`src/rtl/dst_stream_out.sv`:
```
`default_nettype none
// ============================================================================
// Module      : dst_stream_out
// Description : Reads the destination pixel memory back one address at a
//               time and presents each gray value on a valid/ready byte
//               stream toward the UART transmitter.
//               Optional build macro DST_STREAM_CHECKSUM_EN appends an
//               8-bit additive checksum byte after the last pixel.
// Revision    : 1.0 - initial release
// ============================================================================
module dst_stream_out #(
    parameter int ADDR_BITS  = 13,
    parameter int NUM_PIXELS = 8192,
    parameter int PIX_W      = 8
) (
    input  logic                 clk,
    input  logic                 reset_n,
    input  logic                 start,
    output logic [ADDR_BITS-1:0] mem_addr,
    input  logic [PIX_W-1:0]     mem_do,
    output logic [PIX_W-1:0]     tx_data,
    output logic                 tx_valid,
    input  logic                 tx_ready,
    output logic                 busy,
    output logic                 done
);

    localparam logic [ADDR_BITS-1:0] c_LAST_ADDR = ADDR_BITS'(NUM_PIXELS - 1);

    typedef enum logic [2:0] {
        S_IDLE  = 3'd0,
        S_READ  = 3'd1,
        S_LATCH = 3'd2,
        S_SEND  = 3'd3,
        S_DONE  = 3'd4
`ifdef DST_STREAM_CHECKSUM_EN
        ,
        S_CSUM  = 3'd5
`endif
    } state_t;

    state_t                 state_q, state_d;
    logic [ADDR_BITS-1:0]   mem_addr_q, mem_addr_d;
    logic [PIX_W-1:0]       tx_data_q, tx_data_d;
    logic                   tx_valid_q, tx_valid_d;
    logic                   busy_q, busy_d;
    logic                   done_q, done_d;
    logic                   xfer;
`ifdef DST_STREAM_CHECKSUM_EN
    logic [7:0]             csum_q, csum_d;
    logic [7:0]             csum_next;
`endif

    // A byte leaves only when a valid byte is offered and the transmitter takes it.
    assign xfer = tx_valid_q & tx_ready;

`ifdef DST_STREAM_CHECKSUM_EN
    // Running checksum including the byte currently being transferred.
    assign csum_next = csum_q + 8'(tx_data_q);
`endif

    // Next-state and registered-output logic for the read/latch/send sequence.
    always_comb begin
        state_d    = state_q;
        mem_addr_d = mem_addr_q;
        tx_data_d  = tx_data_q;
        tx_valid_d = tx_valid_q;
        busy_d     = busy_q;
        done_d     = 1'b0;
`ifdef DST_STREAM_CHECKSUM_EN
        csum_d     = csum_q;
`endif
        case (state_q)
            S_IDLE: begin
                if (start) begin
                    state_d    = S_READ;
                    mem_addr_d = '0;
                    busy_d     = 1'b1;
`ifdef DST_STREAM_CHECKSUM_EN
                    csum_d     = 8'd0;
`endif
                end
            end
            S_READ: begin
                // Memory samples mem_addr on this edge; data appears next cycle.
                state_d = S_LATCH;
            end
            S_LATCH: begin
                tx_data_d  = mem_do;
                tx_valid_d = 1'b1;
                state_d    = S_SEND;
            end
            S_SEND: begin
                if (xfer) begin
                    tx_valid_d = 1'b0;
`ifdef DST_STREAM_CHECKSUM_EN
                    csum_d     = csum_next;
`endif
                    if (mem_addr_q == c_LAST_ADDR) begin
`ifdef DST_STREAM_CHECKSUM_EN
                        // Checksum byte is offered straight away, no bubble.
                        state_d    = S_CSUM;
                        tx_data_d  = PIX_W'(csum_next);
                        tx_valid_d = 1'b1;
`else
                        state_d    = S_DONE;
                        done_d     = 1'b1;
`endif
                    end else begin
                        mem_addr_d = mem_addr_q + 1'b1;
                        state_d    = S_READ;
                    end
                end
            end
`ifdef DST_STREAM_CHECKSUM_EN
            S_CSUM: begin
                if (xfer) begin
                    tx_valid_d = 1'b0;
                    state_d    = S_DONE;
                    done_d     = 1'b1;
                end
            end
`endif
            S_DONE: begin
                // start is deliberately not looked at here.
                busy_d     = 1'b0;
                mem_addr_d = '0;
                state_d    = S_IDLE;
            end
            default: begin
                state_d    = S_IDLE;
                mem_addr_d = '0;
                tx_valid_d = 1'b0;
                busy_d     = 1'b0;
            end
        endcase
    end

    // State and output registers, cleared asynchronously by reset_n.
    always_ff @(posedge clk or negedge reset_n) begin
        if (!reset_n) begin
            state_q    <= S_IDLE;
            mem_addr_q <= '0;
            tx_data_q  <= '0;
            tx_valid_q <= 1'b0;
            busy_q     <= 1'b0;
            done_q     <= 1'b0;
`ifdef DST_STREAM_CHECKSUM_EN
            csum_q     <= 8'd0;
`endif
        end else begin
            state_q    <= state_d;
            mem_addr_q <= mem_addr_d;
            tx_data_q  <= tx_data_d;
            tx_valid_q <= tx_valid_d;
            busy_q     <= busy_d;
            done_q     <= done_d;
`ifdef DST_STREAM_CHECKSUM_EN
            csum_q     <= csum_d;
`endif
        end
    end

    assign mem_addr = mem_addr_q;
    assign tx_data  = tx_data_q;
    assign tx_valid = tx_valid_q;
    assign busy     = busy_q;
    assign done     = done_q;

endmodule
`default_nettype wire

```
`config.mk`:
```
export PLATFORM = sky130hd
export DESIGN_NAME = dst_stream_out
export DESIGN_NICKNAME = d
export VERILOG_FILES = /design/src/rtl/dst_stream_out.sv
export SDC_FILE = /design/constraint.sdc
export NUM_CORES = 1
export LEC_CHECK = 0
export ABC_AREA = 1
export BUFFER_PORTS_ARGS = -buffer_cell sky130_fd_sc_hd__buf_4
export CORE_ASPECT_RATIO = 1.1
export CORE_MARGIN = 4
export CORE_UTILIZATION = 25
export CTS_CLUSTER_SIZE = 24
export DETAILED_ROUTE_END_ITERATION = 8
export PLACE_DENSITY = 0.52
export SLEW_MARGIN = 0
export SYNTH_ARGS = -nofsm -noshare
export SYNTH_HDL_FRONTEND = slang
export SYNTH_SLANG_ARGS = --single-unit
```
`constraint.sdc`:
```
create_clock -name clk -period 2.3 [get_ports clk]
set_input_delay 0.345 -clock clk [delete_from_list [all_inputs] [get_ports clk]]
set_output_delay 0.345 -clock clk [all_outputs]
set_load 0.02 [all_outputs]
```
-- Word-level counts from Yosys, hierarchy flattened
Index checks and enable logic that the tools add are counted.
- register bits after elaboration: 27
- input port bits: 12
- output and inout port bits: 24
- word-level logic and storage cells: 42
- add/subtract/negate cells: 1
- equal/unequal tests: 8
- muxes and demuxes: 15
- bitwise logic cells: 4
- reductions and logical operators: 8
- operators with widths (operator ; number):
    $mux W13 ; 3
    $pmux W13 S3 ; 1
    $add A13 B1 Y13 const B ; 1
    $eq A13 B13 Y1 const B ; 1
    $pmux W3 S4 ; 1
    $mux W3 ; 3
    $eq A3 B2 Y1 const B ; 2
    $ne A2 B2 Y1 const B ; 3
    $reduce_and A2 Y1 ; 3
    $reduce_or A3 Y1 ; 2
    $mux W1 ; 5
    $reduce_and A4 Y1 ; 1
    $eq A3 B1 Y1 const B ; 1
    $eq A3 B3 Y1 const B ; 1
    $logic_not A3 Y1 ; 1
    $not A1 Y1 ; 3
    $pmux W1 S3 ; 1
    $pmux W1 S2 ; 1
    $reduce_or A2 Y1 ; 1
    $and A1 B1 Y1 ; 1

-- Depth between registers and ports, before layout
Gate-level depths: netlist of run 1.
- word-level depth: 4
- depth in mapped cells: 10
- mapped depth without buffers: 10

-- Worst setup path before layout of run 1
Ideal clock, no wire load.
- path type: reg2reg
- start: register mem_addr_q[0], in the netlist mem_addr[0]
- end: register mem_addr_q[3], in the netlist mem_addr[3]
- setup time: 0.124 ns
- arrival: 1.475 ns
- required time: 2.176 ns
- setup slack: 0.701 ns
- cell stages (with the launch flop): 11
- buffers on the path: 1
- clock period less this slack: 1.599 ns
- cell sequence: dfrtp_1 ha_1 nand3_1 inv_2 nand2_2 clkinv_2 nand3_4 nand2_8 buf_6 nand2_1 o21ai_2
- cells in the longest elaborated chain, start to end: 4
- elaborated cells on any way between the ends: 7
- those cells by class: add/sub (1); eq/ne (2); mux (3); reduce/logical (1)
- RTL lines (item ; RTL line ; source):
    from (decl) ; 43 ; logic [ADDR_BITS-1:0] mem_addr_q, mem_addr_d;
    from (signal assigned) ; 153 ; mem_addr_q <= mem_addr_d;
    $add A13 B1 Y13 ; 110 ; mem_addr_d = mem_addr_q + 1'b1;
    $mux W13 ; 99 ; if (mem_addr_q == c_LAST_ADDR) begin
    $mux W13 ; 94 ; if (xfer) begin
    $pmux W13 S3 ; 73 ; case (state_q)
Parallel ways exist; a longest one is shown, timed or not. The select of a mux whose other input is x is not followed.
A chain may end at the register's enable or synchronous reset.

-- Final worst setup path of run 1
- start: register mem_addr_q[0], in the netlist mem_addr[0]
- end: register mem_addr_q[11], in the netlist mem_addr[11]
Same word-level chain as after synthesis.

==> impl_results.html, run 1 <==
<table>
<tr><th>Metric</th><th>Value</th></tr>
<tr><th colspan="2">Clock tree</th></tr>
<tr><td>Clock transition at the register clock pins on the worst setup and hold paths after CTS</td><td>about 0.1 ns</td></tr>
<tr><td>Number of clock buffers inserted by TritonCTS</td><td>3</td></tr>
<tr><td>Number of H-tree levels</td><td>1</td></tr>
<tr><td>Maximum clock path buffer count</td><td>2</td></tr>
<tr><td>CTS tree</td><td>yes</td></tr>
<tr><td>Cell at the root of the clock tree</td><td>clkbuf_8</td></tr>
<tr><td>Clock latency on the worst-skew pair</td><td>0.27 ns</td></tr>
<tr><td>Total number of clock tree sinks</td><td>27</td></tr>
<tr><td>Count of instances resized after the clock tree is built</td><td>0</td></tr>
<tr><th colspan="2">Pwr</th></tr>
<tr><td>Peak ir drop on the vdd network</td><td>0.0004083 V</td></tr>
<tr><td>Static leakage</td><td>0.0009033 µW</td></tr>
<tr><td>Power Total</td><td>1959 µW</td></tr>
<tr><td>Power density normalized to cell area</td><td>approximately 1100 mW/mm²</td></tr>
<tr><th colspan="2">Timing</th></tr>
<tr><td>Hold WS</td><td>~0.3 ns</td></tr>
<tr><td>Pins over their slew limit</td><td>0</td></tr>
<tr><td>Setup TNS Final</td><td>0 ns</td></tr>
<tr><td>Final min period</td><td>1.630 ns</td></tr>
<tr><td>Achievable clock frequency</td><td>roughly 0.61 GHz</td></tr>
<tr><td>Worst Slack Setup Final</td><td>0.6700 ns</td></tr>
<tr><td>Clock Skew</td><td>0.005740 ns</td></tr>
<tr><td>Relative slew slack</td><td>0.6776</td></tr>
<tr><td>Final Hold Viols</td><td>0</td></tr>
<tr><td>Unrepaired setup endpoints after global routing</td><td>false</td></tr>
<tr><td>Post-route fraction of the period consumed by the critical path</td><td>0.7087</td></tr>
<tr><td># setup viols final</td><td>0</td></tr>
<tr><td>Transition at the pin with the smallest max-transition slack</td><td>around 0.48 ns</td></tr>
<tr><th colspan="2">Synthesis</th></tr>
<tr><td>Fraction of registers with async set/reset</td><td>1.000</td></tr>
<tr><td>Leading register cell type out of synthesis</td><td>dfrtp_1</td></tr>
<tr><td>Flip-flop and latch count after synthesis</td><td>27</td></tr>
<tr><td>Portion of the post-synthesis area used by sequential elements</td><td>0.4576</td></tr>
<tr><td>Library cells used by synthesis</td><td>26</td></tr>
<tr><td>Synthesized instance count</td><td>171</td></tr>
<tr><td>Syn nets</td><td>between 150 and 200</td></tr>
<tr><td>Average footprint of a synthesized cell</td><td>8.634 µm²</td></tr>
<tr><td>Post-Synthesis Cell Area</td><td>0.001476 mm²</td></tr>
<tr><td>Number of warnings printed during yosys synthesis</td><td>0</td></tr>
<tr><td>Post-synth EDFFs</td><td>0</td></tr>
<tr><th colspan="2">Floorplanning</th></tr>
<tr><td>Horizontal die dimension</td><td>81.27 µm</td></tr>
<tr><td>Floorplan row count</td><td>29</td></tr>
<tr><td>Die Y</td><td>a little under 90 µm</td></tr>
<tr><td>Top-level port count</td><td>36</td></tr>
<tr><td>Die area</td><td>0.007201 mm²</td></tr>
<tr><td>Starting utilization of the core area</td><td>0.2575</td></tr>
<tr><td>Placeable core region</td><td>0.005733 mm²</td></tr>
<tr><th colspan="2">Detailed routing</th></tr>
<tr><td>Detailed-routing iteration count for the pre-antenna-repair pass</td><td>4</td></tr>
<tr><td>Via/cell ratio</td><td>4.263</td></tr>
<tr><td>Detail Route met2 WL</td><td>1.553 mm</td></tr>
<tr><td>Uppermost metal layer occupied by signal nets</td><td>met4</td></tr>
<tr><td>Wire length on met3</td><td>164 µm</td></tr>
<tr><td>Routed len/inst</td><td>between 10 and 15 µm</td></tr>
<tr><td>Post-route met1 wirelength</td><td>1.446 mm</td></tr>
<tr><td>Iteration-0 DRC Markers</td><td>23</td></tr>
<tr><td>Vias after detailed routing</td><td>1215</td></tr>
<tr><td>Number of nets with antenna violations after routing</td><td>0</td></tr>
<tr><td>Wire length reported by the detailed router</td><td>3.190 mm</td></tr>
<tr><td>DRC</td><td>0</td></tr>
<tr><th colspan="2">Placed design</th></tr>
<tr><td>Post-detail-place hpwl</td><td>2.425 mm</td></tr>
<tr><td>Worst setup timing slack at the placement stage</td><td>between 0.6 and 0.7 ns</td></tr>
<tr><td>Weighted congestion reported at the end of routability-driven placement</td><td>0.7598</td></tr>
<tr><td>Area post-placement</td><td>0.001802 mm²</td></tr>
<tr><td>Buffers on Ports</td><td>35</td></tr>
<tr><th colspan="2">Min path</th></tr>
<tr><td>Worst hold stages</td><td>2</td></tr>
<tr><td>Min-delay worst type</td><td>in -&gt; reg</td></tr>
<tr><th colspan="2">Status</th></tr>
<tr><td>Status</td><td>complete, no violations</td></tr>
<tr><th colspan="2">Setup path</th></tr>
<tr><td>Crit start category</td><td>flip-flop</td></tr>
<tr><td>Path depth of the worst reg2reg path</td><td>10</td></tr>
<tr><td>Top fanout value on the critical path</td><td>23</td></tr>
<tr><td>Type of the worst setup path</td><td>reg -&gt; reg</td></tr>
<tr><td>Sequence of cells on the critical path</td><td>ha_1 -&gt; nand3_1 -&gt; inv_2 -&gt; nand2_2 -&gt; clkinv_2 -&gt; nand3_4 -&gt; nand2_8 -&gt; inv_2 -&gt; nand2_1 -&gt; nand2_1</td></tr>
<tr><td>Logic depth of the worst setup path including buffers</td><td>10</td></tr>
<tr><td>Arrival time worst endpoint</td><td>1.81 ns</td></tr>
<tr><td>Critical-path top delay cell</td><td>dfrtp_1</td></tr>
<tr><td>Critical Path End Type</td><td>flip-flop</td></tr>
<tr><td>Gate family responsible for the most delay along the worst path</td><td>simple AND/OR/NAND/NOR gates</td></tr>
<tr><td>Register-to-Register Setup Slack</td><td>0.67 ns</td></tr>
<tr><td>Largest incremental delay on the critical path</td><td>0.46 ns</td></tr>
<tr><td>Required time reported for the critical path endpoint</td><td>2.48 ns</td></tr>
<tr><td>Worst path buffer plus inverter count</td><td>3</td></tr>
<tr><th colspan="2">Global routing</th></tr>
<tr><td>Pin count of the biggest net entering global routing</td><td>28</td></tr>
<tr><td>Wire length of the first global-routing pass</td><td>around 5.7 mm</td></tr>
<tr><td>Number of global-route vias before repair</td><td>1264</td></tr>
<tr><td>Remaining Overflow, GRT</td><td>0</td></tr>
<tr><td>Antenna violations before repair</td><td>0</td></tr>
<tr><td>Overall Global Routing Usage</td><td>0.1013</td></tr>
<tr><th colspan="2">Finish</th></tr>
<tr><td>Post-layout nets</td><td>between 200 and 250</td></tr>
<tr><td>Layout Area Growth over Synthesis</td><td>25.76%</td></tr>
<tr><td>Number of inserted filler cells in the final layout</td><td>654</td></tr>
<tr><td>Final Instance Area</td><td>roughly 0.0019 mm²</td></tr>
<tr><td>Fraction of layout instances using a drive strength above 1</td><td>0.3317</td></tr>
<tr><td>Antenna diodes</td><td>0</td></tr>
<tr><th colspan="2">Run</th></tr>
<tr><td>Max-cap violation count</td><td>0</td></tr>
</table>
-- through the flow --
| step | utilization | std cells |
|---|---|---|
| CTS | 0.3239 | 285 |
| finish | 0.3239 | 285 |
| global placement | 0.3143 | 280 |
| detailed placement | 0.3143 | 280 |
| global route | 0.3239 | 285 |
| floorplan | - | 171 |
-- cell type report --
class,instances,area [µm²],area share
Tap cell,77,96.34,0.05189
Sequential cell,27,675.6,0.3639
Clock buffer,4,45.04,0.02426
Timing Repair Buffer,37,280.3,0.1509
Multi-Input combinational cell,125,701.9,0.3780
Inverter,15,57.56,0.03100
-- report_power, final --
part | total (µW) | leakage (µW) | internal, µW | switching, µW
registers | 690 | 0.000349 | 602 | 88.2
clock network | 278 | 0.0000228 | 124 | 154
logic | 991 | 0.000531 | 384 | 607
-- synth_stat cells (2+ instances only) --
master | count | area (µm²)
o21ai_0 | 5 | 25.02
a21oi_1 | 3 | 15.01
inv_2 | 2 | 7.510
dfrtp_1 | 27 | 675.7
nor2_4 | 2 | 22.52
nor2_1 | 16 | 60.06
nand3b_1 | 2 | 15.01
nand3_1 | 14 | 70.07
nand2_1 | 53 | 198.9
buf_2 | 2 | 10.01
o21ai_2 | 9 | 78.83
nand4_1 | 2 | 12.51
mux2_2 | 8 | 90.09
nand2_2 | 3 | 18.77
inv_1 | 12 | 45.04
-- state kept, by name, summed over array words and instances, names as in the netlist --
signal and flops:
busy 1, state_q 3, tx_data 8, done 1, tx_valid 1, mem_addr 13
-- cells by family (layout without fill, tap and decap cells) --
| kind of cell | Yosys count | count (layout) | share of synthesized area |
|---|---|---|---|
| compound gates | 18 | 18 | 0.08559 |
| xor+xnor | 1 | 1 | 0.005933 |
| fa+ha+maj | 1 | 1 | 0.008473 |
| buf+inv | 19 | 56 | 0.06695 |
| flops | 27 | 27 | 0.4576 |
| mux | 8 | 8 | 0.06102 |
| simple gates | 97 | 97 | 0.3144 |
-- worst reg2reg max path, stage by stage, from the launching register on --
cell      delay, ns
dfrtp_1        0.46
ha_1           0.23
nand3_1        0.13
inv_2          0.11
nand2_2        0.08
clkinv_2       0.08
nand3_4        0.10
nand2_8        0.18
inv_2          0.06
nand2_1        0.06
nand2_1        0.04
-- cells in the final DEF, fill, tap and decap left out --
cell,instances
a21o_1,1
a21oi_1,3
buf_4,36
clkbuf_1,1
clkbuf_8,3
clkinv_2,1
dfrtp_1,27
dlygate4sd3_1,1
ha_1,1
inv_1,12
inv_2,2
mux2_2,8
nand2_1,53
nand2_2,3
nand2_8,1
nand3_1,14
nand3_4,1
nand3b_1,2
nand4_1,2
nor2_1,16
nor2_2,1
nor2_4,2
nor3_4,1
o21ai_0,5
o21ai_2,9
or2_2,1
xnor2_1,1
-- layer usage --
metal | global-route usage | vias up
met5 | 0 | -
met4 | 0.03379 | 0
met3 | 0.01935 | 2
met2 | 0.1815 | 26
met1 | 0.1206 | 568
li1 | - | 619
-- timing repair --
item,in CTS,in global routing
hold buffers,1,0
endpoints found under the setup margin,0,0
setup buffers,0,0
endpoints found under the hold margin,27,0
-- worst paths after layout --
kind / startpoint / endpoint
min reg2reg: busy / busy
min: mem_do[3] / tx_data[3]
max in group asynchronous: reset_n / tx_data[0]
min in group asynchronous: reset_n / mem_addr[7]
max reg2reg: mem_addr[0] / mem_addr[11]
max: mem_addr[0] / mem_addr[11]
(Power assumes the default switching activity.)
==> run 2, diff against run 1 <==
- clock period: 2.3 -> 1.6 ns (I/O delays scaled with it)
==> impl_results.html, run 2 (synthesized netlist as in run 1, its figures left out) <==
<table>
<tr><th>Metric</th><th>Value</th></tr>
<tr><th colspan="2">Timing</th></tr>
<tr><td>Pins over their slew limit</td><td>0 (unchanged)</td></tr>
<tr><td># setup viols final</td><td>0 (unchanged)</td></tr>
<tr><td>Final Hold Viols</td><td>0 (unchanged)</td></tr>
<tr><td>Final min period</td><td>1.473 ns (was 1.630 ns)</td></tr>
<tr><td>Transition at the pin with the smallest max-transition slack</td><td>0.3631 ns (was 0.4818 ns)</td></tr>
<tr><td>Post-route fraction of the period consumed by the critical path</td><td>0.9205 (was 0.7087)</td></tr>
<tr><td>Achievable clock frequency</td><td>0.6790 GHz (was 0.6135 GHz)</td></tr>
<tr><td>Setup TNS Final</td><td>0 ns (unchanged)</td></tr>
<tr><td>Clock Skew</td><td>0.005099 ns (was 0.005740 ns)</td></tr>
<tr><td>Relative slew slack</td><td>0.7579 (was 0.6776)</td></tr>
<tr><td>Unrepaired setup endpoints after global routing</td><td>false (unchanged)</td></tr>
<tr><th colspan="2">Pwr</th></tr>
<tr><td>Static leakage</td><td>0.0009640 µW (was 0.0009033 µW)</td></tr>
<tr><td>Power density normalized to cell area</td><td>1534 mW/mm² (was 1055 mW/mm²)</td></tr>
<tr><td>Peak ir drop on the vdd network</td><td>0.0006730 V (was 0.0004083 V)</td></tr>
<tr><th colspan="2">Floorplanning</th></tr>
<tr><td>Floorplan row count</td><td>29 (unchanged)</td></tr>
<tr><td>Starting utilization of the core area</td><td>0.2575 (unchanged)</td></tr>
<tr><td>Die Y</td><td>88.60 µm (unchanged)</td></tr>
<tr><td>Top-level port count</td><td>36 (unchanged)</td></tr>
<tr><td>Die area</td><td>0.007201 mm² (unchanged)</td></tr>
<tr><td>Placeable core region</td><td>0.005733 mm² (unchanged)</td></tr>
<tr><td>Horizontal die dimension</td><td>81.27 µm (unchanged)</td></tr>
<tr><th colspan="2">Setup path</th></tr>
<tr><td>Critical path's most frequent cell</td><td>nand2_1</td></tr>
<tr><td>Critical-path top delay cell</td><td>dfrtp_1 (unchanged)</td></tr>
<tr><td>Type of the worst setup path</td><td>reg -&gt; reg (unchanged)</td></tr>
<tr><td>Arrival time worst endpoint</td><td>1.65 ns (was 1.81 ns)</td></tr>
<tr><td>Top fanout value on the critical path</td><td>11 (was 23)</td></tr>
<tr><td>Required time reported for the critical path endpoint</td><td>1.78 ns (was 2.48 ns)</td></tr>
<tr><td>Critical Path End Type</td><td>flip-flop (unchanged)</td></tr>
<tr><td>Origin of the critical flop-to-flop path</td><td>mem_addr[0] (unchanged)</td></tr>
<tr><td>Critical path startpoint</td><td>mem_addr[0] (unchanged)</td></tr>
<tr><td>Gate family responsible for the most delay along the worst path</td><td>simple AND/OR/NAND/NOR gates (unchanged)</td></tr>
<tr><td>Crit start category</td><td>flip-flop (unchanged)</td></tr>
<tr><td>Sequence of cells on the critical path</td><td>ha_1 -&gt; nand3_1 -&gt; inv_2 -&gt; nand2_2 -&gt; clkinv_2 -&gt; nand3_4 -&gt; nand2_8 -&gt; nand2_1 -&gt; nand2_1 (was ha_1 -&gt; nand3_1 -&gt; inv_2 -&gt; nand2_2 -&gt; clkinv_2 -&gt; nand3_4 -&gt; nand2_8 -&gt; inv_2 -&gt; nand2_1 -&gt; nand2_1)</td></tr>
<tr><td>Largest incremental delay on the critical path</td><td>0.39 ns (was 0.46 ns)</td></tr>
<tr><td>Worst path buffer plus inverter count</td><td>2 (was 3)</td></tr>
<tr><th colspan="2">Finish</th></tr>
<tr><td>Antenna diodes</td><td>0 (unchanged)</td></tr>
<tr><td>Leading cell type in the layout, fill and taps excluded</td><td>nand2_1 (unchanged)</td></tr>
<tr><td>Final Instance Area</td><td>0.001953 mm² (was 0.001857 mm²)</td></tr>
<tr><td>Number of inserted filler cells in the final layout</td><td>640 (was 654)</td></tr>
<tr><td>Largest register FFs</td><td>13 (unchanged)</td></tr>
<tr><td>Commonest non-fill, non-tap cells in the layout</td><td>nand2_1 (53), buf_4 (46), dfrtp_1 (27) (was nand2_1 (53), buf_4 (36), dfrtp_1 (27))</td></tr>
<tr><td>Fraction of layout instances using a drive strength above 1</td><td>0.3699 (was 0.3317)</td></tr>
<tr><td>Post-layout nets</td><td>233 (was 222)</td></tr>
<tr><td>Layout Area Growth over Synthesis</td><td>32.29% (was 25.76%)</td></tr>
<tr><th colspan="2">Detailed routing</th></tr>
<tr><td>Iteration-0 DRC Markers</td><td>83 (was 23)</td></tr>
<tr><td>Via/cell ratio</td><td>4.253 (was 4.263)</td></tr>
<tr><td>Number of nets with antenna violations after routing</td><td>0 (unchanged)</td></tr>
<tr><td>Vias after detailed routing</td><td>1259 (was 1215)</td></tr>
<tr><td>DRC</td><td>0 (unchanged)</td></tr>
<tr><td>Routed len/inst</td><td>11.48 µm (was 11.19 µm)</td></tr>
<tr><td>Wire length reported by the detailed router</td><td>3.398 mm (was 3.190 mm)</td></tr>
<tr><td>Detailed-routing iteration count for the pre-antenna-repair pass</td><td>4 (unchanged)</td></tr>
<tr><th colspan="2">Clock tree</th></tr>
<tr><td>Number of H-tree levels</td><td>1 (unchanged)</td></tr>
<tr><td>Setup Fix Bufs, Post-CTS</td><td>0 (unchanged)</td></tr>
<tr><td>Number of clock buffers inserted by TritonCTS</td><td>3 (unchanged)</td></tr>
<tr><td>Cell at the root of the clock tree</td><td>clkbuf_8 (unchanged)</td></tr>
<tr><td>Maximum clock path buffer count</td><td>2 (unchanged)</td></tr>
<tr><td>Clock transition at the register clock pins on the worst setup and hold paths after CTS</td><td>0.10 ns (about the same)</td></tr>
<tr><td>CTS tree</td><td>yes (unchanged)</td></tr>
<tr><td>Clock latency on the worst-skew pair</td><td>0.28 ns (was 0.27 ns)</td></tr>
<tr><td>Total number of clock tree sinks</td><td>27 (unchanged)</td></tr>
<tr><th colspan="2">Min path</th></tr>
<tr><td>Min-delay worst type</td><td>in -&gt; reg (unchanged)</td></tr>
<tr><td>Hold path start</td><td>mem_do[6] (was mem_do[3])</td></tr>
<tr><th colspan="2">Placed design</th></tr>
<tr><td>Buffers on Ports</td><td>35 (unchanged)</td></tr>
<tr><td>Weighted congestion reported at the end of routability-driven placement</td><td>0.7644 (was 0.7598)</td></tr>
<tr><td>Post-detail-place hpwl</td><td>2.439 mm (was 2.425 mm)</td></tr>
<tr><td>Area post-placement</td><td>0.001877 mm² (was 0.001802 mm²)</td></tr>
<tr><th colspan="2">Global routing</th></tr>
<tr><td>Overall Global Routing Usage</td><td>0.1028 (was 0.1013)</td></tr>
<tr><td>Number of global-route vias before repair</td><td>1206 (was 1264)</td></tr>
<tr><td>Pin count of the biggest net entering global routing</td><td>28 (unchanged)</td></tr>
<tr><td>Antenna violations before repair</td><td>0 (unchanged)</td></tr>
<tr><td>Wire length of the first global-routing pass</td><td>5.754 mm (was 5.727 mm)</td></tr>
<tr><td>Remaining Overflow, GRT</td><td>0 (unchanged)</td></tr>
<tr><th colspan="2">Run</th></tr>
<tr><td>Max-cap violation count</td><td>0 (unchanged)</td></tr>
<tr><th colspan="2">Status</th></tr>
<tr><td>Status</td><td>complete, no violations (unchanged)</td></tr>
</table>
-- run 2: path summary, 6_finish.rpt --
check                          endpoint  slack, ns  depth (start not counted)
max                        mem_addr[12]       0.13                          9
min                          tx_data[6]       0.18                          2
max reg2reg                mem_addr[12]       0.13                          9
min reg2reg                  tx_data[7]       0.52                          1
max in group asynchronous          busy       0.92                          2
min in group asynchronous   mem_addr[5]       0.40                          2
-- run 2: timing repair --
action	4_1_cts	5_1_grt
hold buffers	1	0
gates resized for setup	0	1
setup endpoints to repair	0	2
hold endpoints to repair	27	0
-- run 2: metrics by stage --
stage,std cells,hold slack [ns],util,power [µW],setup WS [ns]
finish,296,0.1800,0.3407,2996,0.1272
global route,296,0.1770,0.3407,3235,0.01871
CTS,295,0.1709,0.3372,2949,0.1086
detailed placement,290,0.1840,0.3274,2527,0.1308
global placement,290,0.1855,0.3274,2516,0.1583
floorplan,171,-0.05559,-,2144,0.001276
-- run 2: cell type report --
type / count / area [µm²] / area share
clock buffers: 3 / 41.29 / 0.02114
clock inverters: 1 / 5.005 / 0.002562
inverters: 15 / 57.56 / 0.02947
multi-input cells: 126 / 721.9 / 0.3696
flip-flops and latches: 27 / 675.6 / 0.3459
well taps: 77 / 96.34 / 0.04933
repair buffers: 47 / 355.3 / 0.1819
-- run 2: routing by layer --
layer | share of wire | up-vias | GRT usage
li1 | - | 648 | -
met1 | 0.46 | 577 | 0.1333
met2 | 0.46 | 29 | 0.1607
met3 | 0.057 | 5 | 0.02342
met4 | 0.020 | 0 | 0.05069
met5 | 0 | - | 0
-- run 2: power by group --
part | total [µW] | internal, µW | switching (µW)
clock | 403 | 175 | 227
combinational | 1620 | 652 | 972
sequential | 970 | 865 | 105
total | 3000 | 1690 | 1300
==> run 3, diff against run 2 <==
- ABC_AREA: 1 -> default
- PLACE_DENSITY: 0.52 -> 0.53
==> impl_results.html, run 3 <==
<table>
<tr><th>Metric</th><th>Value</th></tr>
<tr><th colspan="2">Synthesis</th></tr>
<tr><td>Fraction of registers with async set/reset</td><td>1.000 (unchanged)</td></tr>
<tr><td>Flip-flop and latch count after synthesis</td><td>27 (unchanged)</td></tr>
<tr><td>Synthesized instance count</td><td>122 (was 171)</td></tr>
<tr><td>Portion of the post-synthesis area used by sequential elements</td><td>0.4745 (was 0.4576)</td></tr>
<tr><td>Cell with the most instances after synthesis</td><td>dfrtp_1 (was nand2_1)</td></tr>
<tr><td>Yosys top cell area share</td><td>0.4745 (was 0.4576)</td></tr>
<tr><td>Syn nets</td><td>135 (was 184)</td></tr>
<tr><td>Top cells by area, synth</td><td>dfrtp_1 (47%), mux2_4 (8.4%), o31ai_1 (4.7%) (was dfrtp_1 (46%), nand2_1 (13%), mux2_2 (6.1%))</td></tr>
<tr><td>Leading register cell type out of synthesis</td><td>dfrtp_1 (unchanged)</td></tr>
<tr><td>Cell type with the highest aggregate area in the netlist</td><td>dfrtp_1 (unchanged)</td></tr>
<tr><td>Post-Synthesis Cell Area</td><td>0.001424 mm² (was 0.001476 mm²)</td></tr>
<tr><td>Number of warnings printed during yosys synthesis</td><td>0 (unchanged)</td></tr>
<tr><td>Library cells used by synthesis</td><td>38 (was 26)</td></tr>
<tr><td>Average footprint of a synthesized cell</td><td>11.67 µm² (was 8.634 µm²)</td></tr>
<tr><td>Post-synth EDFFs</td><td>0 (unchanged)</td></tr>
<tr><td>Post-synth top cells</td><td>dfrtp_1 (27), o31ai_1 (9), mux2_4 (8), nor2_1 (8) (was nand2_1 (53), dfrtp_1 (27), nor2_1 (16))</td></tr>
<tr><th colspan="2">Finish</th></tr>
<tr><td>Number of inserted filler cells in the final layout</td><td>546 (was 640)</td></tr>
<tr><td>Leading cell type in the layout, fill and taps excluded</td><td>buf_4 (was nand2_1)</td></tr>
<tr><td>Largest register FFs</td><td>13 (unchanged)</td></tr>
<tr><td>Final core utilization</td><td>0.3748 (was 0.3407)</td></tr>
<tr><td>FF/Latch Area</td><td>680.7 µm² (was 675.6 µm²)</td></tr>
<tr><td>Total area of multi-input combinational cells</td><td>739.5 µm² (was 721.9 µm²)</td></tr>
<tr><td>Commonest non-fill, non-tap cells in the layout</td><td>buf_4 (58), dfrtp_1 (23), o31ai_1 (9) (was nand2_1 (53), buf_4 (46), dfrtp_1 (27))</td></tr>
<tr><td>Final Instance Area</td><td>0.002048 mm² (was 0.001953 mm²)</td></tr>
<tr><td>Layout Area Growth over Synthesis</td><td>43.85% (was 32.29%)</td></tr>
<tr><td>Final std cells w/o fill</td><td>258 (was 296)</td></tr>
<tr><td>Antenna diodes</td><td>0 (unchanged)</td></tr>
<tr><td>Fraction of layout instances using a drive strength above 1</td><td>0.5027 (was 0.3699)</td></tr>
<tr><td>Post-layout nets</td><td>197 (was 233)</td></tr>
<tr><th colspan="2">Run</th></tr>
<tr><td>Max-cap violation count</td><td>0 (unchanged)</td></tr>
<tr><th colspan="2">Pwr</th></tr>
<tr><td>Part of the total power dissipated in combinational logic</td><td>0.476 (was 0.542)</td></tr>
<tr><td>Static leakage</td><td>0.0009216 µW (was 0.0009640 µW)</td></tr>
<tr><td>Switching power as a share of total power</td><td>0.3646 (was 0.4355)</td></tr>
<tr><td>Internal portion of total power</td><td>1653 µW (was 1691 µW)</td></tr>
<tr><td>Power share of the sequential group</td><td>0.375 (was 0.324)</td></tr>
<tr><td>Peak ir drop on the vdd network</td><td>0.0004097 V (was 0.0006730 V)</td></tr>
<tr><td>Share of total power in the clock network</td><td>0.149 (was 0.134)</td></tr>
<tr><td>Power density normalized to cell area</td><td>1270 mW/mm² (was 1534 mW/mm²)</td></tr>
<tr><td>NetSw</td><td>948.3 µW (was 1305 µW)</td></tr>
<tr><th colspan="2">Timing</th></tr>
<tr><td>Pins over their slew limit</td><td>0 (unchanged)</td></tr>
<tr><td>Transition at the pin with the smallest max-transition slack</td><td>0.3564 ns (was 0.3631 ns)</td></tr>
<tr><td>Relative slew slack</td><td>0.7624 (was 0.7579)</td></tr>
<tr><td># setup viols final</td><td>0 (unchanged)</td></tr>
<tr><td>Final Hold Viols</td><td>0 (unchanged)</td></tr>
<tr><td>Post-route fraction of the period consumed by the critical path</td><td>0.9441 (was 0.9205)</td></tr>
<tr><td>Final min period</td><td>1.511 ns (was 1.473 ns)</td></tr>
<tr><td>Hold WS</td><td>0.1941 ns (was 0.1800 ns)</td></tr>
<tr><td>Setup TNS Final</td><td>0 ns (unchanged)</td></tr>
<tr><td>Clock Skew</td><td>0.004172 ns (was 0.005099 ns)</td></tr>
<tr><td>Achievable clock frequency</td><td>0.6620 GHz (was 0.6790 GHz)</td></tr>
<tr><td>Unrepaired setup endpoints after global routing</td><td>false (unchanged)</td></tr>
<tr><th colspan="2">Setup path</th></tr>
<tr><td>Register-to-Register Setup Slack</td><td>0.09 ns (was 0.13 ns)</td></tr>
<tr><td>Required time reported for the critical path endpoint</td><td>1.76 ns (was 1.78 ns)</td></tr>
<tr><td>Arrival time worst endpoint</td><td>1.67 ns (was 1.65 ns)</td></tr>
<tr><td>Critical Path End Type</td><td>flip-flop (unchanged)</td></tr>
<tr><td>Top fanout value on the critical path</td><td>4 (was 11)</td></tr>
<tr><td>Crit start category</td><td>flip-flop (unchanged)</td></tr>
<tr><td>Type of the worst setup path</td><td>reg -&gt; reg (unchanged)</td></tr>
<tr><th colspan="2">Detailed routing</th></tr>
<tr><td>DRC</td><td>0 (unchanged)</td></tr>
<tr><td>Wire length reported by the detailed router</td><td>3.906 mm (was 3.398 mm)</td></tr>
<tr><td>Number of nets with antenna violations after routing</td><td>0 (unchanged)</td></tr>
<tr><td>Routed len/inst</td><td>15.14 µm (was 11.48 µm)</td></tr>
<tr><td>Vias after detailed routing</td><td>1252 (was 1259)</td></tr>
<tr><td>Via/cell ratio</td><td>4.853 (was 4.253)</td></tr>
<tr><td>Iteration-0 DRC Markers</td><td>91 (was 83)</td></tr>
<tr><td>Detailed-routing iteration count for the pre-antenna-repair pass</td><td>4 (unchanged)</td></tr>
<tr><th colspan="2">Global routing</th></tr>
<tr><td>Remaining Overflow, GRT</td><td>0 (unchanged)</td></tr>
<tr><td>Wire length of the first global-routing pass</td><td>6.603 mm (was 5.754 mm)</td></tr>
<tr><td>Number of global-route vias before repair</td><td>1340 (was 1206)</td></tr>
<tr><td>Antenna violations before repair</td><td>0 (unchanged)</td></tr>
<tr><td>Overall Global Routing Usage</td><td>0.1186 (was 0.1028)</td></tr>
<tr><td>Pin count of the biggest net entering global routing</td><td>28 (unchanged)</td></tr>
<tr><th colspan="2">Clock tree</th></tr>
<tr><td>Number of H-tree levels</td><td>1 (unchanged)</td></tr>
<tr><td>Maximum clock path buffer count</td><td>2 (unchanged)</td></tr>
<tr><td>Total number of clock tree sinks</td><td>27 (unchanged)</td></tr>
<tr><td>Clock transition at the register clock pins on the worst setup and hold paths after CTS</td><td>0.09 ns (was 0.10 ns)</td></tr>
<tr><td>Clock latency on the worst-skew pair</td><td>0.27 ns (was 0.28 ns)</td></tr>
<tr><td>Number of clock buffers inserted by TritonCTS</td><td>3 (unchanged)</td></tr>
<tr><td>CTS tree</td><td>yes (unchanged)</td></tr>
<tr><td>Cell at the root of the clock tree</td><td>clkbuf_8 (unchanged)</td></tr>
<tr><th colspan="2">Floorplanning</th></tr>
<tr><td>Floorplan row count</td><td>28 (was 29)</td></tr>
<tr><td>Die Y</td><td>87.15 µm (was 88.60 µm)</td></tr>
<tr><td>Top-level port count</td><td>36 (unchanged)</td></tr>
<tr><td>Placeable core region</td><td>0.005465 mm² (was 0.005733 mm²)</td></tr>
<tr><td>Die area</td><td>0.006968 mm² (was 0.007201 mm²)</td></tr>
<tr><td>Starting utilization of the core area</td><td>0.2605 (was 0.2575)</td></tr>
<tr><td>Horizontal die dimension</td><td>79.96 µm (was 81.27 µm)</td></tr>
<tr><th colspan="2">Placed design</th></tr>
<tr><td>Weighted congestion reported at the end of routability-driven placement</td><td>0.8743 (was 0.7644)</td></tr>
<tr><td>Post-placement cell count</td><td>252 (was 290)</td></tr>
<tr><td>Area post-placement</td><td>0.001953 mm² (was 0.001877 mm²)</td></tr>
<tr><td>Post-detail-place hpwl</td><td>3.010 mm (was 2.439 mm)</td></tr>
<tr><td>Buffers on Ports</td><td>35 (unchanged)</td></tr>
<tr><th colspan="2">Min path</th></tr>
<tr><td>Min-delay worst type</td><td>in -&gt; reg (unchanged)</td></tr>
<tr><th colspan="2">Status</th></tr>
<tr><td>Status</td><td>complete, no violations (unchanged)</td></tr>
</table>
==> run 3: changes by cell type after synthesis, moves of 9 or more <==
cell | previous run | this run
o31ai_1 | 0 | 9
inv_1 | 12 | 0
o21ai_2 | 9 | 0
nand2_1 | 53 | 4
==> run 3: final cells by class <==
cell class / instances / area share
clock inverters: 1 / 0.002443
well taps: 75 / 0.04582
multi-input cells: 90 / 0.3610
repair buffers: 62 / 0.2382
flip-flops and latches: 27 / 0.3323
clock buffers: 3 / 0.02016
==> run 3: power by group through the flow <==
stage / clock network, µW / registers, µW / logic [µW]
after detailed placement: 0 / 988 / 1230
after floorplan: 0 / 1190 / 499
final: 387 / 976 / 1240
after global placement: 0 / 975 / 1220
after CTS: 413 / 972 / 1240
after global routing: 430 / 995 / 1330
==> run 3: final timing paths <==
path | start | to | cells past startpoint
min | mem_do[1] | tx_data[1] | 2
max reg2reg | mem_addr[0] | mem_addr[10] | 5
min reg2reg | busy | busy | 2
max | mem_addr[0] | mem_addr[10] | 5
min in group asynchronous | reset_n | tx_data[5] | 2
max in group asynchronous | reset_n | mem_addr[1] | 2
==> run 3: stage by stage <==
step	setup slack, ns	total power, µW
5_1_grt	0.0005801	2754
3_3_place_gp	0.06859	2197
4_1_cts	0.04355	2628
6_report	0.08949	2601
3_5_place_dp	-0.05252	2218
2_1_floorplan	0.02398	1686
==> run 3: layer usage <==
layer  routed length (µm)  vias up  GRT usage  share of wire
met2                 1936       44     0.2071           0.50
li1                     -      600          -              -
met1                 1654      604     0.1449           0.42
met4                   25        0    0.03072         0.0064
met5                    0        -          0              0
met3                  289        4    0.03002          0.074
==> run 3: worst max-delay path: stages, from the launching register on <==
cell     delay (ns)
dfrtp_2        0.40
ha_4           0.16
and3_4         0.20
nand4_1        0.13
a211o_1        0.32
a32o_1         0.20
==> run 3: logic make-up after synthesis <==
logic type,count (synthesis),synth area share
buf+inv,5,0.02987
flops,27,0.4745
compound gates,33,0.1652
fa+ha+maj,1,0.008786
simple gates,47,0.2302
mux,9,0.09139
==> run 3: repair_timing <==
item | in CTS | in global routing
resized for setup | 1 | 8
hold endpoints to repair | 27 | 0
setup endpoints to repair | 2 | 11
setup buffers | 0 | 1
pin swaps | 0 | 3
hold buffers | 1 | 0
